$ cat config.mk
export PLATFORM = sky130hd
export DESIGN_NAME = mips_debug_probe
export DESIGN_NICKNAME = d
export VERILOG_FILES = /design/src/rtl/mips_debug_probe_pkg.sv /design/src/rtl/mips_debug_probe_dbg_byte_ser.sv /design/src/rtl/mips_debug_probe.sv
export SDC_FILE = /design/constraint.sdc
export NUM_CORES = 1
export LEC_CHECK = 0
export CAP_MARGIN = 0
export CORE_MARGIN = 2
export CORE_UTILIZATION = 50
export DETAILED_ROUTE_END_ITERATION = 16
export PLACE_DENSITY = 0.89
export SETUP_SLACK_MARGIN = 0.15
export SLEW_MARGIN = 20
export SYNTH_ARGS = -nofsm -noshare
export SYNTH_HDL_FRONTEND = slang
export SYNTH_HIERARCHICAL = 1
export SYNTH_SLANG_ARGS = --single-unit
$ cat constraint.sdc
create_clock -name clk -period 2.1 [get_ports clk]
set_clock_uncertainty 0.05 [all_clocks]
set_input_delay 0.315 -clock clk [delete_from_list [all_inputs] [get_ports clk]]
set_output_delay 0.315 -clock clk [all_outputs]
set_load 0.02 [all_outputs]
$ cat src/rtl/mips_debug_probe_pkg.sv
// Shared definitions for the mips_debug_probe host-side debug controller.
package mips_debug_probe_pkg;

  localparam int DBG_ADDR_W = 7;
  localparam int DBG_DATA_W = 32;
  localparam logic [7:0] DBG_HDR = 8'hA5;

  // state   | meaning
  // IDLE    | waiting for step_req / dump_req
  // STEP    | debug_step held high for STEP_W cycles
  // HDR     | frame header byte offered on the stream
  // SETADDR | debug_addr just updated, core mux settling
  // WAIT    | read latency countdown, word captured on the last cycle
  // SEND    | captured word streamed out MSB first
  typedef enum logic [2:0] {
    ST_IDLE,
    ST_STEP,
    ST_HDR,
    ST_SETADDR,
    ST_WAIT,
    ST_SEND
  } dbg_state_t;

endpackage

$ cat src/rtl/mips_debug_probe_dbg_byte_ser.sv
// Word-to-byte serializer: loads one word, emits its bytes MSB first on valid/ready.
module dbg_byte_ser #(
  parameter int DATA_W = 32
) (
  input  logic              clk,
  input  logic              rst,
  input  logic              load,
  input  logic [DATA_W-1:0] word,
  input  logic              ready,
  output logic [7:0]        data,
  output logic              valid,
  output logic              done
);

  localparam int NB  = DATA_W / 8;
  localparam int BCW = (NB > 1) ? $clog2(NB) : 1;

  logic [DATA_W-1:0] sreg;
  logic [BCW-1:0]    byte_cnt;

  assign data = sreg[DATA_W-1 -: 8];
  assign done = valid && ready && (byte_cnt == BCW'(NB - 1));

  always_ff @(posedge clk or negedge rst) begin
    if (!rst) begin
      sreg     <= '0;
      byte_cnt <= '0;
      valid    <= 1'b0;
    end else if (load) begin
      sreg     <= word;
      byte_cnt <= '0;
      valid    <= 1'b1;
    end else if (valid && ready) begin
      // shifting leaves the register empty once the word is fully sent
      sreg     <= sreg << 8;
      byte_cnt <= byte_cnt + BCW'(1);
      if (byte_cnt == BCW'(NB - 1)) valid <= 1'b0;
    end
  end

endmodule

$ cat src/rtl/mips_debug_probe.sv
// Host-side debug probe: single-steps a halted core and dumps its debug
// address space as a framed byte stream (header 0xA5, then 4 bytes per word).
module mips_debug_probe
  import mips_debug_probe_pkg::*;
#(
  parameter int ADDR_W   = DBG_ADDR_W,
  parameter int DATA_W   = DBG_DATA_W,
  parameter int ADDR_MAX = 63,
  parameter int READ_LAT = 1,
  parameter int STEP_W   = 4
) (
  input  logic              clk,
  input  logic              rst,
  input  logic              halt,
  input  logic              step_req,
  input  logic              dump_req,
  output logic              busy,
  output logic              debug_en,
  output logic              debug_step,
  output logic [ADDR_W-1:0] debug_addr,
  input  logic [DATA_W-1:0] debug_data,
  output logic [7:0]        tx_data,
  output logic              tx_valid,
  input  logic              tx_ready
);

  localparam int SCW = $clog2(STEP_W) + 1;
  localparam int WCW = $clog2(READ_LAT) + 1;

  dbg_state_t        state, state_nxt;
  logic [SCW-1:0]    step_cnt, step_cnt_nxt;
  logic [WCW-1:0]    wait_cnt, wait_cnt_nxt;
  logic [ADDR_W-1:0] addr_nxt;
  logic              ser_load, ser_done, ser_valid;
  logic [7:0]        ser_data;

  always_ff @(posedge clk or negedge rst) begin
    if (!rst) begin
      state      <= ST_IDLE;
      step_cnt   <= '0;
      wait_cnt   <= '0;
      debug_addr <= '0;
      debug_en   <= 1'b0;
    end else begin
      state      <= state_nxt;
      step_cnt   <= step_cnt_nxt;
      wait_cnt   <= wait_cnt_nxt;
      debug_addr <= addr_nxt;
      debug_en   <= halt;
    end
  end

  always_comb begin
    state_nxt    = state;
    step_cnt_nxt = step_cnt;
    wait_cnt_nxt = wait_cnt;
    addr_nxt     = debug_addr;
    ser_load     = 1'b0;
    case (state)
      ST_IDLE: begin
        // step wins over a simultaneous dump; the dump is dropped
        if (step_req && debug_en) begin
          state_nxt    = ST_STEP;
          step_cnt_nxt = SCW'(STEP_W - 1);
        end else if (dump_req) begin
          state_nxt = ST_HDR;
        end
      end
      ST_STEP: begin
        if (step_cnt == '0) state_nxt = ST_IDLE;
        else step_cnt_nxt = step_cnt - SCW'(1);
      end
      ST_HDR: begin
        if (tx_ready) begin
          addr_nxt  = '0;
          state_nxt = ST_SETADDR;
        end
      end
      ST_SETADDR: begin
        wait_cnt_nxt = WCW'(READ_LAT - 1);
        state_nxt    = ST_WAIT;
      end
      ST_WAIT: begin
        if (wait_cnt == '0) begin
          ser_load  = 1'b1;
          state_nxt = ST_SEND;
        end else begin
          wait_cnt_nxt = wait_cnt - WCW'(1);
        end
      end
      ST_SEND: begin
        if (ser_done) begin
          if (debug_addr == ADDR_W'(ADDR_MAX)) begin
            state_nxt = ST_IDLE;
          end else begin
            addr_nxt  = debug_addr + ADDR_W'(1);
            state_nxt = ST_SETADDR;
          end
        end
      end
      default: state_nxt = ST_IDLE;
    endcase
  end

  dbg_byte_ser #(.DATA_W(DATA_W)) u_ser (
    .clk   (clk),
    .rst   (rst),
    .load  (ser_load),
    .word  (debug_data),
    .ready (tx_ready),
    .data  (ser_data),
    .valid (ser_valid),
    .done  (ser_done)
  );

  assign busy       = (state != ST_IDLE);
  assign debug_step = (state == ST_STEP);
  assign tx_valid   = (state == ST_HDR) || ser_valid;
  assign tx_data    = (state == ST_HDR) ? DBG_HDR : ser_data;

endmodule

After elaboration in Yosys (flattened, before gate mapping)
Index checks and enable logic that the tools add are counted.

Flip-flop bits (word level): 50. Bits of input ports: 38. Output and inout bits: 19. Word-level logic and storage cells: 70.

$add $sub $neg: 4. Equality and inequality tests: 15. Mux-type cells: 27. Reductions and logical operators: 16.

Operators by type and width (number): $mux W32 (2); $mux W3 (8); $mux W7 (3); $pmux W3 S6 (1); $pmux W7 S2 (1); $ne A2 B2 Y1 const B (6); $reduce_bool A2 Y1 (5); $mux W8 (1); $add A7 B1 Y7 const B (1); $eq A7 B6 Y1 const B (1); $eq A3 B2 Y1 const B (2); $eq A3 B3 Y1 const B (2); $logic_not A3 Y1 (2); $mux W1 (6); $mux W2 (3); $pmux W3 S2 (1); $reduce_and A5 Y1 (1); $reduce_and A4 Y1 (1); $eq A3 B1 Y1 const B (1); $logic_and A1 B1 Y1 (3); $ne A3 B3 Y1 const B (1); $reduce_and A3 Y1 (1); $reduce_bool A3 Y1 (1); $sub A3 B1 Y3 const B (1); other kinds (7) (7).

Depth between registers and ports, before layout
Depth after elaboration: 4. Depth in mapped cells: 7. Depth with buffers taken out: 7.

Hierarchy
The synthesis kept the hierarchy.

By module, submodules not included: dbg_byte_ser (instances 1, cells each 193, area each 1964.4 µm², seq. area each 875.8 µm²); mips_debug_probe (instances 1, cells each 101, area each 867.1 µm², seq. area each 350.3 µm²).

Worst setup path after synthesis
OpenSTA, ideal clock, no wires.

Kind: register -> register. Start: reg u_ser.valid. End: reg debug_addr[5]. Library setup time: 77 ps. Arrival: 1745 ps. Data required time: 1973 ps. Path slack: 228 ps. Stages on the path, launching flop included: 7. Buffers on the path: 1. Period minus slack after synthesis: 1872 ps. Path through: dfrtp_1 -> buf_2 -> and3_1 -> and4b_2 -> o31ai_2 -> or4_1 -> a21oi_1.

Cells in the longest elaborated chain, start to end: 4.

RTL lines: start: declaration (RTL line mips_debug_probe_dbg_byte_ser.sv:11) `output logic valid,`; start signal: assignment (RTL line mips_debug_probe_dbg_byte_ser.sv:28) `valid <= 1'b0;`; start signal: assignment (RTL line mips_debug_probe_dbg_byte_ser.sv:32) `valid <= 1'b1;`; start signal: assignment (RTL line mips_debug_probe_dbg_byte_ser.sv:37) `if (byte_cnt == BCW'(NB - 1)) valid <= 1'b0;`; $logic_and A1 B1 Y1 (2 in a row) (RTL line mips_debug_probe_dbg_byte_ser.sv:22) `assign done = valid && ready && (byte_cnt == BCW'(NB - 1));`; via ser_done (RTL line mips_debug_probe.sv:34) `logic ser_load, ser_done, ser_valid;`; $ne A2 B2 Y1 (no line); $reduce_and A4 Y1 (no line); end signal: assignment (RTL line mips_debug_probe.sv:48) `debug_addr <= addr_nxt;`; end: declaration (RTL line mips_debug_probe.sv:20) `output logic [ADDR_W-1:0] debug_addr,`.

The timed path passes the listed nets, and every way through them passes these cells. A chain may end at the register's enable or synchronous reset.

Final worst setup path
Start: reg state[1]. End: out debug_step.

Cells in the longest elaborated chain, start to end: 1.

RTL lines: start: declaration (RTL line mips_debug_probe.sv:30) `dbg_state_t state, state_nxt;`; start signal: assignment (RTL line mips_debug_probe.sv:45) `state <= state_nxt;`; $eq A3 B1 Y1 (RTL line mips_debug_probe.sv:117) `assign debug_step = (state == ST_STEP);`; end: declaration (RTL line mips_debug_probe.sv:19) `output logic debug_step,`.

No other way between the ends.

==> metrics.txt <==
area leader, netlist=dfrtp_1; Comb power frac=46.4%; Nets=381; status=complete, no violations; Post-Syn Nets=336; RR Startpoint=u_ser/byte_cnt[0]; Yosys top cell area share=43.3%; CTS buffer count=5; # fillers=463; Clk Latency, worst-skew pair=300 ps; area grow syn2layout=22.4%; RSZ-0062 raised after global routing=false; Reg2Reg Depth=6; Initial Utilization=51.7%; Place WS=26.0 ps; synthesized area=2830 um^2; Setup crit end kind=output pin; worst slew pin tran=497 ps; fin cells=412; hold crit path type=primary input to async pin; GRT overflow=0; FP Rows=27; wirelength, routed=5.74 mm; syn_area_per_cell=9.63 um^2; post-layout min period=1880 ps; Layout Utilization=63.3%; cell-internal power=2.52 mW; crit path max fanout=9; CTS root buf=clkbuf_8; endpoints failing setup=0; vias per cell=5.40; VDD IR-drop max=0.000476 V; top cells by area, synth=dfrtp_1, nand4b_1, nand2_1; Power Dens Cells=1160 nW/um^2; Port Buffer Count=56; total clock sinks=49; Core ar.=5470 um^2; Critical Path RT=1740 ps; I/O pin cnt=57; pin count of the biggest net entering global routing=92; length of the first detailed-routing pass in iterations=4; Max Cap Violations=0; die area=6280 um^2; Final Hold Viols=0; Die X=79.3 um; critical path's slowest cell=dfrtp_1; CTS max path bufs=2; Leak Pwr=1.43 nW; initial DRC count=138; Sw Share=37.2%; Placed Cells incl. Taps=402; DRC=0; period utilization=89.7%; worst-path cell chain=buf_4 -> inv_1 -> nand2_1 -> nor2_1 -> dlygate4sd2_1; final worst setup slack=216 ps; Worst-path clk slew=90 ps; Slew HR=66.6%; sequential fraction of the synthesis area=43.3%; Mapped Cells=294; Die H=79.3 um; CTS tree=built; WL/cell=13.9 um; first-pass GRT wire length=9.26 mm; ys flop type=dfrtp_1; initial antenna violation count=0; crit path DAT=1520 ps; via count=2,223; Post-synth EDFFs=0; share of total power in the clock network=17.0%; #FFs+latches synth=49; Final Wtd Congestion=0.785; fraction of registers with async set/reset=100%; crit path kind=flip-flop to output pin; fin. max-slew vios=0; sequential share of power=36.5%; WHS=290 ps; antenna cells=0; Setup Buffers After CTS=0; worst reg2reg setup slack=260 ps; Crit path max-delay family=buffers and inverters; Netlist cell types=41; antenna-violating nets left=0; max frequency=531 MHz; worst path bufs/invs=3; Post-DP HPWL=3.70 mm; total track usage=18.7%; biggest cell delay along the critical path=400 ps; fraction of layout cells with a size suffix above 1=15.0%; worst reg2reg path endpoint=debug_addr[5]; htree depth=2; Net Sw Power=1.49 mW; number of global-route vias before repair=2,039; Fin Setup TNS=0 ps; Worst Setup Start Kind=flip-flop; yosys warns=6
## synth_stat cells (all sizes together) (3+ instances only)
master / n
nor2b: 6
o21ai: 16
nor2: 6
inv: 14
buf: 27
nand4b: 24
nand3: 7
nand2: 44
clkbuf: 4
dfrtp: 49
nor3b: 3
o211ai: 16
nand2b: 25
o311ai: 9
ha: 4
a21oi: 10
or2: 5
## sequential cells by signal, indices dropped and copies added, names as in the netlist
| name | cells |
|---|---|
| debug_addr | 7 |
| debug_en | 1 |
| state | 3 |
| step_cnt | 3 |
| u_ser/valid | 1 |
| u_ser/sreg | 32 |
| u_ser/byte_cnt | 2 |
## cell usage in the layout (no fill, tap or decap), types with 7 or more instances in the layout
cell type / n
inv_1: 14
buf_4: 11
o21ai_1: 8
nand2_1: 44
o21ai_0: 8
o211ai_1: 13
dfrtp_1: 49
clkdlybuf4s50_1: 44
o311ai_2: 8
nand2b_1: 25
nand4b_1: 24
nand3_1: 7
a21oi_1: 10
## cells by family (layout without fill, tap and decap cells)
group           Yosys count  count (layout)  synth area share [%]
simple gates            131             131                  26.8
fa+ha+maj                 4               4                  1.77
mux                       2               2                 0.795
buf+inv                  45              91                  9.41
flops                    49              49                  43.3
compound gates           63              63                  17.9
## metal layers
layer | vias up | GRT usage, % | wire, um
li1 | 1121 | - | -
met4 | 0 | 7.41 | 96
met5 | - | 0 | 0
met2 | 51 | 30.4 | 2870
met1 | 1045 | 24.6 | 2550
met3 | 6 | 3.64 | 232
## power groups by stage
stage / registers [mW] / logic [mW] / clock network (mW)
after floorplan: 1.45 / 1.52 / 0
after global placement: 1.45 / 1.88 / 0
after detailed placement: 1.47 / 1.93 / 0
after CTS: 1.45 / 1.87 / 0.698
after global routing: 1.50 / 2.07 / 0.729
final: 1.46 / 1.86 / 0.683
## what timing repair did
action	in CTS	in global routing
hold endpoints to repair	2	0
resized for setup	12	15
hold buffers	1	0
cloned	0	1
endpoints found under the setup margin	11	10
pin swaps	0	1
## through the flow
stage | instance area, um^2 | power [mW]
floorplan | 2830 | 2.97
global placement | 3360 | 3.33
detailed placement | 3360 | 3.40
CTS | 3480 | 4.02
global route | 3470 | 4.30
finish | 3470 | 4.01
## layout make-up
| class | count | area (um^2) | area share (%) |
|---|---|---|---|
| clock inverter | 1 | 30.0 | 0.866 |
| tap | 72 | 90.1 | 2.60 |
| timing repair buffer | 69 | 632 | 18.2 |
| clock buffer | 7 | 86.3 | 2.49 |
| sequential | 49 | 1230 | 35.4 |
| multi-input combinational | 200 | 1350 | 38.9 |
| inverter | 14 | 52.6 | 1.52 |
## how the worst max path moves through the flow
stage | start | end | slack [ps] | cells after the start
final | state[1] | debug_step | 220 | 5
after global routing | state[1] | debug_step | 140 | 5
after CTS | state[1] | tx_valid | 140 | 4
after detailed placement | tx_ready | debug_addr[5] | 30 | 6
after global placement | tx_ready | debug_addr[5] | 80 | 6
after floorplan | u_ser/valid | debug_addr[5] | 230 | 6
(Power assumes the default switching activity.)
==> RTL change (config.mk and constraints unchanged) <==
The 6 states of `dbg_state_t` get a one-hot encoding in 6 bits.
--- a/src/rtl/mips_debug_probe_pkg.sv
+++ b/src/rtl/mips_debug_probe_pkg.sv
@@ -14,9 +14,9 @@
   // SEND    | captured word streamed out MSB first
-  typedef enum logic [2:0] {
-    ST_IDLE,
-    ST_STEP,
-    ST_HDR,
-    ST_SETADDR,
-    ST_WAIT,
-    ST_SEND
+  typedef enum logic [5:0] {
+    ST_IDLE    = 6'b000001,
+    ST_STEP    = 6'b000010,
+    ST_HDR     = 6'b000100,
+    ST_SETADDR = 6'b001000,
+    ST_WAIT    = 6'b010000,
+    ST_SEND    = 6'b100000
   } dbg_state_t;
Check against the original RTL: same outputs for any inputs over 10 cycles, from zero or initial values and one cycle with rst low; not proved beyond that.
==> RTL change against the original RTL <==
The run now ends with negative setup slack left. Routed wire length grew 67%. Power grew 29%. Sequential cell count up 3. Area after synthesis is 5.9% higher. Combinational power is 52% higher. Clock power decreased by 14%. Synthesized cell count is 2.0% higher. Design area rose by 30%. Setup slack got worse by 500 ps. Critical path type unchanged. Critical endpoint is now tx_data[7]. Largest power group unchanged. Highest routed layer unchanged.
==> RTL change: results (changes against the original RTL) <==
status: "finished with violations"
violations: "negative setup slack"
p_leak_nw: 1.85  # +29%
ir_worst_vdd_mv: 0.728  # +53%
r2r_slack_ps: -100  # -360 ps
grt_pass1_wl_mm: 12.3  # +33%
grt_pass1_vias: 2545  # +25%
finalSetupViolCount: 16  # +16
worstPathMaxFanout: 5  # -4
layout-drive-gt1-share_pct: 36.6  # +22 points
rr_startpoint: "state[4]"
pwr-share-comb_pct: 54.6  # +8.2 points
clock_area_share_pct: 2.00  # -1.4 points
detail_route.wirelength_mm: 9.61  # +67%
finalWeightedCongestion: 0.927  # +18%
taps: 75  # +4.2%
synthXorXnorAreaFrac_pct: 0.584  # +0.58 points
via_per_inst: 6.16  # +14%
synthAdderAreaFrac_pct: 1.67  # -0.098 points
nMultiInputCombCells: 205  # +2.5%
synth_mux_area_share_pct: 0  # -0.80 points
first_iter_violations: 304  # +120%
dr.pass1.iters: 5  # +1
cts.sinks: 52  # +6.1%
slowest_stage: "or4_4"
ys_seq_area_share_pct: 43.4  # +0.14 points
r2r-end: "debug_addr[2]"
gr-usage-all-layers_pct: 24.4  # +5.8 points
multi_input_area_share_pct: 37.8  # -1.2 points
post-route-worst-setup-slack_ps: -283  # -499 ps
dpl.hpwl_mm: 4.31  # +16%
top_regs: "u_ser/sreg x32, debug_addr x7, state x6"
nets: 429  # +13%
switchingPower_mw: 1.98  # +33%
critPathTopFamily: "simple AND/OR/NAND/NOR gates"
synth_area_leaders: "dfrtp_1 43%, nand4b_1 7.0%, nand2b_1 6.3%, nand2_1 5.0%, o311ai_2 4.3%"
nonClockBufferCount: 109  # +58%
grt_max_degree: 53  # -42%
synth_compound_area_share_pct: 17.3  # -0.58 points
ff2ff_path_depth: 7  # +1
num-fill-cells: 340  # -27%
synth.distinct_cells: 51  # +24%
crit_path_end: "tx_data[7]"
synth_nets: 342  # +1.8%
finalSetupTns_ps: -2360  # -2360 ps
RTL change: repair_timing:
action | in CTS | in global routing
resized for setup | 88 | 37
pin swaps | 13 | 23
setup buffers | 10 | 11
cloned | 5 | 6
setup endpoints to repair | 52 | 55
RTL change: routing by layer:
metal	global-route usage (%)	up-vias	part of all wire, %
met3	5.16	35	6.9
met1	31.7	1404	38
li1	-	1240	-
met2	40.8	171	50
met5	0	-	0
met4	7.97	0	4.5
RTL change: metrics by stage:
stage          util [%]  hold slack (ps)  setup WS [ps]  cells
2_1_floorplan         -            -30.6           56.3    300
3_3_place_gp       62.3              403           -410    423
3_5_place_dp       62.3              416           -440    423
4_1_cts            69.8             89.0           -254    446
5_1_grt            76.9              112           -321    463
6_report           76.9             59.0           -283    463
RTL change: power by group through the flow:
stage               sequential [mW]  clock [mW]  combinational, mW
floorplan                      1.65           0               1.48
global placement               1.64           0               2.02
detailed placement             1.66           0               2.08
CTS                            1.68       0.583               2.41
global route                   1.79       0.637               2.98
finish                         1.76       0.585               2.82
